File: config.mk
export PLATFORM = sky130hd
export DESIGN_NAME = reg_access_ctrl_flat
export DESIGN_NICKNAME = d
export VERILOG_FILES = /design/src/rtl/reg_access_ctrl_if.sv /design/src/rtl/reg_access_ctrl.sv /design/src/flat_wrapper.sv
export SDC_FILE = /design/constraint.sdc
export NUM_CORES = 1
export LEC_CHECK = 0
export ABC_AREA = 1
export CORE_MARGIN = 2
export CORE_UTILIZATION = 47
export DETAILED_ROUTE_END_ITERATION = 8
export PLACE_DENSITY = 0.87
export SLEW_MARGIN = 5
export SYNTH_ARGS = -nofsm -noshare
export SYNTH_HDL_FRONTEND = slang
export SYNTH_SLANG_ARGS = --single-unit
export TNS_END_PERCENT = 100
File: constraint.sdc
create_clock -name clk -period 6.7 [get_ports clk]
set_input_delay 1.005 -clock clk [delete_from_list [all_inputs] [get_ports clk]]
set_output_delay 1.005 -clock clk [all_outputs]
set_load 0.02 [all_outputs]
File: src/rtl/reg_access_ctrl_if.sv
// Request/response and register-file port bundle for reg_access_ctrl.
// master: requester + register file side; slave: the controller.
interface reg_access_ctrl_if #(
  parameter int WIDTH         = 16,
  parameter int REG_ADDR_BITS = 16
);
  logic                     req_valid;
  logic                     req_ready;
  logic                     req_wr;
  logic [REG_ADDR_BITS-1:0] req_addr_a;
  logic [REG_ADDR_BITS-1:0] req_addr_b;
  logic [WIDTH-1:0]         req_data;
  logic                     rsp_valid;
  logic                     rsp_ready;
  logic [WIDTH-1:0]         rsp_a;
  logic [WIDTH-1:0]         rsp_b;
  logic                     rf_en;
  logic                     rf_r_or_w;
  logic [REG_ADDR_BITS-1:0] rf_addr;
  logic [WIDTH-1:0]         rf_wdata;
  logic [WIDTH-1:0]         rf_rdata;

  modport master (
    output req_valid, req_wr, req_addr_a,
    output req_addr_b, req_data, rsp_ready,
    output rf_rdata,
    input  req_ready, rsp_valid, rsp_a, rsp_b,
    input  rf_en, rf_r_or_w, rf_addr, rf_wdata
  );

  modport slave (
    input  req_valid, req_wr, req_addr_a,
    input  req_addr_b, req_data, rsp_ready,
    input  rf_rdata,
    output req_ready, rsp_valid, rsp_a, rsp_b,
    output rf_en, rf_r_or_w, rf_addr, rf_wdata
  );
endinterface

File: src/rtl/reg_access_ctrl.sv
// Serialises read-pair / write requests onto a single-port register file.
// Ports: clk, rst (async, active-high), bus (reg_access_ctrl_if.slave).
module reg_access_ctrl #(
  parameter int WIDTH         = 16,
  parameter int REG_ADDR_BITS = 16
) (
  input  logic clk,
  input  logic rst,
  reg_access_ctrl_if.slave bus
);
  typedef enum logic [2:0] {
    IDLE,
    RD_A,
    RD_B,
    RESP,
    WR
  } state_t;

  state_t                   state_q, state_d;
  logic [REG_ADDR_BITS-1:0] addr_a_q, addr_a_d;
  logic [REG_ADDR_BITS-1:0] addr_b_q, addr_b_d;
  logic [WIDTH-1:0]         data_q, data_d;
  logic [WIDTH-1:0]         rsp_a_q, rsp_a_d;
  logic [WIDTH-1:0]         rsp_b_q, rsp_b_d;

  always_comb begin
    state_d  = state_q;
    addr_a_d = addr_a_q;
    addr_b_d = addr_b_q;
    data_d   = data_q;
    rsp_a_d  = rsp_a_q;
    rsp_b_d  = rsp_b_q;
    unique case (state_q)
      IDLE: begin
        if (bus.req_valid) begin
          addr_a_d = bus.req_addr_a;
          addr_b_d = bus.req_addr_b;
          data_d   = bus.req_data;
          state_d  = bus.req_wr ? WR : RD_A;
        end
      end
      RD_A: begin
        rsp_a_d = bus.rf_rdata;
        state_d = RD_B;
      end
      RD_B: begin
        rsp_b_d = bus.rf_rdata;
        state_d = RESP;
      end
      RESP: begin
        if (bus.rsp_ready) state_d = IDLE;
      end
      WR: state_d = IDLE;
      default: state_d = IDLE;
    endcase
  end

  always_ff @(posedge clk or posedge rst) begin
    if (rst) begin
      state_q  <= IDLE;
      addr_a_q <= '0;
      addr_b_q <= '0;
      data_q   <= '0;
      rsp_a_q  <= '0;
      rsp_b_q  <= '0;
    end else begin
      state_q  <= state_d;
      addr_a_q <= addr_a_d;
      addr_b_q <= addr_b_d;
      data_q   <= data_d;
      rsp_a_q  <= rsp_a_d;
      rsp_b_q  <= rsp_b_d;
    end
  end

  // Register-file controls come only from state and latched request,
  // so addr/wdata hold steady for the whole level-sensitive write.
  always_comb begin
    bus.rf_en     = 1'b0;
    bus.rf_r_or_w = 1'b0;
    bus.rf_addr   = '0;
    bus.rf_wdata  = '0;
    unique case (1'b1)
      (state_q == RD_A): begin
        bus.rf_en   = 1'b1;
        bus.rf_addr = addr_a_q;
      end
      (state_q == RD_B): begin
        bus.rf_en   = 1'b1;
        bus.rf_addr = addr_b_q;
      end
      (state_q == WR): begin
        bus.rf_en     = 1'b1;
        bus.rf_r_or_w = 1'b1;
        bus.rf_addr   = addr_a_q;
        bus.rf_wdata  = data_q;
      end
      default: ;
    endcase
  end

  // Held low during reset so no request is taken while rst is up.
  assign bus.req_ready = ~rst & (state_q == IDLE);
  assign bus.rsp_valid = (state_q == RESP);
  assign bus.rsp_a     = rsp_a_q;
  assign bus.rsp_b     = rsp_b_q;
endmodule

File: src/flat_wrapper.sv
// flat-port wrapper written by rule: the top's interface ports become plain ports
module reg_access_ctrl_flat 
#(
  parameter int WIDTH         = 16,
  parameter int REG_ADDR_BITS = 16
)
  (clk, rst, bus_req_valid, bus_req_wr, bus_req_addr_a, bus_req_addr_b, bus_req_data, bus_rsp_ready, bus_rf_rdata, bus_req_ready, bus_rsp_valid, bus_rsp_a, bus_rsp_b, bus_rf_en, bus_rf_r_or_w, bus_rf_addr, bus_rf_wdata);
  reg_access_ctrl_if #(.WIDTH(WIDTH), .REG_ADDR_BITS(REG_ADDR_BITS)) bus_i ();
  input  logic clk;
  input  logic rst;
  input wire logic [$bits(bus_i.req_valid)-1:0] bus_req_valid;
  input wire logic [$bits(bus_i.req_wr)-1:0] bus_req_wr;
  input wire logic [$bits(bus_i.req_addr_a)-1:0] bus_req_addr_a;
  input wire logic [$bits(bus_i.req_addr_b)-1:0] bus_req_addr_b;
  input wire logic [$bits(bus_i.req_data)-1:0] bus_req_data;
  input wire logic [$bits(bus_i.rsp_ready)-1:0] bus_rsp_ready;
  input wire logic [$bits(bus_i.rf_rdata)-1:0] bus_rf_rdata;
  output wire logic [$bits(bus_i.req_ready)-1:0] bus_req_ready;
  output wire logic [$bits(bus_i.rsp_valid)-1:0] bus_rsp_valid;
  output wire logic [$bits(bus_i.rsp_a)-1:0] bus_rsp_a;
  output wire logic [$bits(bus_i.rsp_b)-1:0] bus_rsp_b;
  output wire logic [$bits(bus_i.rf_en)-1:0] bus_rf_en;
  output wire logic [$bits(bus_i.rf_r_or_w)-1:0] bus_rf_r_or_w;
  output wire logic [$bits(bus_i.rf_addr)-1:0] bus_rf_addr;
  output wire logic [$bits(bus_i.rf_wdata)-1:0] bus_rf_wdata;
  assign bus_i.req_valid = bus_req_valid;
  assign bus_i.req_wr = bus_req_wr;
  assign bus_i.req_addr_a = bus_req_addr_a;
  assign bus_i.req_addr_b = bus_req_addr_b;
  assign bus_i.req_data = bus_req_data;
  assign bus_i.rsp_ready = bus_rsp_ready;
  assign bus_i.rf_rdata = bus_rf_rdata;
  assign bus_req_ready = bus_i.req_ready;
  assign bus_rsp_valid = bus_i.rsp_valid;
  assign bus_rsp_a = bus_i.rsp_a;
  assign bus_rsp_b = bus_i.rsp_b;
  assign bus_rf_en = bus_i.rf_en;
  assign bus_rf_r_or_w = bus_i.rf_r_or_w;
  assign bus_rf_addr = bus_i.rf_addr;
  assign bus_rf_wdata = bus_i.rf_wdata;
  reg_access_ctrl #(.WIDTH(WIDTH), .REG_ADDR_BITS(REG_ADDR_BITS)) u_core (.clk(clk), .rst(rst), .bus(bus_i));
endmodule
After elaboration in Yosys (flattened, before gate mapping)
Cells that the tools add are included.
{ "word_totals": {"regBits": 83, "inputBits": 69, "output_inout_bits": 68, "word_cells": 27} }
{ "op_classes": {"n_eq_ne": 6, "n_mux": 8, "bitwise": 2, "reduce_logical": 5} }
{ "ops": {"columns": ["cell", "count"], "rows": [
  ["$pmux 16 s2", 1],
  ["$mux 16", 1],
  ["$pmux 3 s4", 1],
  ["$mux 3", 3],
  ["$eq 3x2->1 const B", 2],
  ["$ne 2x2->1 const B", 2],
  ["$reduce_and 2->1", 2],
  ["$eq 3x1->1 const B", 1],
  ["$eq 3x3->1 const B", 1],
  ["$logic_not 3->1", 1],
  ["$reduce_or 3->1", 1],
  ["$mux 1", 2],
  ["$reduce_or 2->1", 1],
  ["$and 1x1->1", 1],
  ["$not 1->1", 1]
]} }

Longest topological paths before layout
{ "depth": {"ltp_word": 3, "ltp_mapped": 7, "ltp_nobuf": 6} }

Worst setup path before layout
OpenSTA, ideal clock, no wires.
{ "synth_path": {"kind": "reg2out", "start": "register u_core.state_q[2]", "end": "output port bus_rf_addr[11]", "t_arrival_ns": 1.344, "t_required_ns": 5.695, "setup_slack_ns": 4.351, "path_stages_with_launch": 5, "path_buffers": 1, "path_cell_list": "dfrtp_1 -> inv_2 -> nand3_1 -> clkbuf_1 -> o21ai_0"} }
{ "synth_between": {"elab_chain_cells": 3, "elab_cells_between_ends": 5, "classes_between": "eq/ne (3); mux (1); reduce/logical (1)"} }
{ "synth_lines": {"columns": ["element", "line_no", "source"], "rows": [
  ["start, declared", "reg_access_ctrl.sv:19", "state_t state_q, state_d;"],
  ["start signal, assigned", "reg_access_ctrl.sv:67", "state_q <= state_d;"],
  ["$eq 3x3->1 / $eq 3x1->1 (equally long branches)", "reg_access_ctrl.sv:92, reg_access_ctrl.sv:84", null],
  ["$reduce_or 2->1 (no source line)", null, null],
  ["$pmux 16 s2 *", "reg_access_ctrl.sv:83", "unique case (1'b1)"],
  ["end, declared", "flat_wrapper.sv:24", "output wire logic [$bits(bus_i.rf_addr)-1:0] bus_rf_addr;"]
]} }
Every way passes the cells marked *; elsewhere a longest branch is shown, timed or not.

Final worst setup path
{ "layout_path": {"start": "register u_core.state_q[2]", "end": "output port bus_rf_addr[12]"} }
The elaborated chain is that of the path after synthesis.

==> results.json <==
{
  "r2r_end": "u_core.addr_a_q[1]",
  "dr.pass1.iters": 4,
  "crit_family": "simple AND/OR/NAND/NOR gates",
  "clock_path_buffers": 2,
  "post-cts-setup-buffers": 0,
  "cp.arrival_ns": 2.77,
  "max_clock_freq_ghz": 0.265,
  "yosys-top-cells-area": "dfrtp_1 (60%), nand2_1 (14%), o21ai_0 (11%)",
  "hpwl_um": 5950,
  "cp.required_ns": 5.69,
  "die_y_um": 89.8,
  "synth.ff_latch_count": 83,
  "routed_via_density": 4.78,
  "period_needed_ns": 3.78,
  "whs_path_depth": 2,
  "min_from": "u_core.addr_a_q[9]",
  "yosysUniqueCellTypes": 18,
  "start_kind": "flop",
  "crit_chain": "inv_2 > nand3_2 > nand2_2 > nand2_1 > o21ai_0 > clkdlybuf4s50_1",
  "die_w_um": 89.8,
  "place_congestion": 0.829,
  "fin_crit_sh": 0.564,
  "avgSynthCellArea_um2": 8.63,
  "critical_path_class": "reg -> out",
  "ys_seq_area_frac": 0.600,
  "synthArstFlopShare": 1.00,
  "finalWorstSetupSlack_ns": 2.92,
  "cpPeakStageDelay_ns": 0.67,
  "ys_warn_count": 0,
  "numPortBuffers": 136,
  "syn_to_final_growth_pct": 45.3,
  "cp-startpoint": "u_core.state_q[2]",
  "clock-root-buffer": "clkbuf_8",
  "critPathSlowestCell": "clkdlybuf4s50_1",
  "nets": 599,
  "drive_above_1_share": 0.0505,
  "clock_sinks": 83,
  "leakage_nw": 2.36,
  "path_buf_inv": 2,
  "ios": 137,
  "slew_viol_final": 0,
  "numCtsBuffers": 9,
  "post_drt_wl_per_cell_um": 13.2,
  "cts.clk_slew.worst_paths_ns": 0.09,
  "antennaDiodeCount": 0,
  "via_count": 3033,
  "drtAntennaViolNets": 0,
  "dpl_worst_slack_ns": 3.31,
  "clkLatencyLatePin_ns": 0.35,
  "timing.hold.ws_ns": 0.484,
  "ys.flop_type": "dfrtp_1",
  "synthTopCellsByCount": "nand2_1 (130), dfrtp_1 (83), o21ai_0 (73)",
  "status": "complete, no violations",
  "antenna_found_initial": 0,
  "initial_core_util": 0.482,
  "r2r_cells": 6,
  "worst_r2r_startpoint": "u_core.state_q[0]",
  "tns_ns": 0,
  "crit_fanout": 35,
  "ir_drop_mv": 0.268,
  "grt_start_max_net_pins": 84,
  "tightest_slew_ns": 0.998,
  "drv_cap": 0,
  "netlist_area_um2": 3460,
  "rsz0062_at_grt": "false",
  "finalHoldViolCount": 0,
  "final.setup_skew_ns": 0.00887,
  "core_um2": 7180,
  "syn_inst": 401,
  "grt_pass1_vias": 2992,
  "final-setup-viol-count": 0,
  "cts_tree": "yes",
  "ctsResizeCount": 0,
  "power_density_nw_per_um2": 451,
  "hp-class": "reg -> reg",
  "wl_um": 8360,
  "syn_nets": 470,
  "drt_iter0_drc": 130,
  "rrSetupSlack_ns": 4.61,
  "slew_headroom": 0.335,
  "yosys.area.top_type_share": 0.600,
  "yosysMostFrequentCell": "nand2_1",
  "synth_edf_count": 0,
  "grt_pass1_wl_um": 14000,
  "ctsHoldBuffers": 0,
  "grt.total_usage": 0.213,
  "die-area_um2": 8070,
  "cts_max_level": 3,
  "worstHoldEndpoint": "u_core.addr_a_q[9]",
  "utilization": 0.701,
  "grt.overflow.total": 0,
  "synth_area_leader_cell": "dfrtp_1",
  "cp-end-kind": "output port",
  "drc_errors": 0,
  "rows": 31
}
## per-stage QoR
stage	power [mW]	cell area [um^2]	cells
final	2.27	5030	634
after global routing	2.44	5030	634
after CTS	2.29	5030	634
after detailed placement	1.96	4850	618
after global placement	1.91	4850	618
after floorplan	1.48	3460	401
## worst max-delay path by stage
| stage | slack (ns) | endpoint | cells past startpoint |
|---|---|---|---|
| floorplan | 3.56 | u_core.addr_a_q[0] | 1 |
| global placement | 3.44 | bus_rf_addr[8] | 6 |
| detailed placement | 3.31 | bus_rf_addr[12] | 6 |
| CTS | 2.91 | bus_rf_addr[12] | 6 |
| global route | 2.64 | bus_rf_addr[10] | 6 |
| finish | 2.92 | bus_rf_addr[12] | 6 |
## worst register-to-register path: stages, from the launching register on
cell and delay (ns):
dfrtp_1 0.45, nor2_4 0.19, nand2_2 0.13, nor2_8 0.66
inv_2 0.35, nand2_1 0.14, nand2_1 0.06
## cells in the final DEF, fill, tap and decap left out
| master | synthesis | final |
|---|---|---|
| clkbuf_8 | 0 | 9 |
| nand4_1 | 1 | 1 |
| nand3_2 | 1 | 2 |
| o21ai_1 | 7 | 7 |
| clkinv_4 | 0 | 2 |
| inv_2 | 2 | 2 |
| inv_1 | 55 | 54 |
| nand2_2 | 3 | 3 |
| nand3_1 | 6 | 5 |
| clkinv_2 | 0 | 1 |
| nor2_4 | 1 | 1 |
| nor2_1 | 18 | 18 |
| nand2_1 | 130 | 130 |
| buf_4 | 7 | 1 |
| dfrtp_1 | 83 | 83 |
| clkinvlp_4 | 0 | 2 |
| nor3_1 | 1 | 1 |
| inv_6 | 0 | 3 |
| o21ai_0 | 73 | 73 |
| clkdlybuf4s50_1 | 0 | 136 |
| nor2_8 | 1 | 1 |
## kinds of logic after synthesis
logic type,synth area share
buffers and inverters,0.0944
DFF,0.600
and+or+nand+nor,0.190
AOI/OAI and AO/OA,0.116
## sequential cells by signal, summed over array words and instances, names as in the netlist
name,count
u_core.addr_a_q,16
u_core.bus.rsp_a,16
u_core.addr_b_q,16
u_core.state_q,3
u_core.bus.rsp_b,16
u_core.data_q,16
## report_power, final
part,internal (mW),leakage (nW),total (mW),switching (mW)
combinational,0.451,1.25,1.07,0.624
clock,0.140,0.0868,0.330,0.191
sequential,0.744,1.03,0.864,0.121
## layer usage
layer | wire, um | part of all wire | global-route usage | vias to the layer above
met2 | 3920 | 0.47 | 0.336 | 116
li1 | - | - | - | 1485
met3 | 572 | 0.068 | 0.0595 | 16
met1 | 3740 | 0.45 | 0.285 | 1416
met5 | 0 | 0 | 0 | -
met4 | 130 | 0.016 | 0.0756 | 0
## cell type report
class                   count  area, um^2
fillers                   526        2150
multi-input cells         242        1060
clock inverters             7        58.8
inverters                  57         215
clock buffers               9         124
flip-flops and latches     83        2080
well taps                  99         124
repair buffers            137        1370
Note: power is estimated with default switching activity, not from simulation.
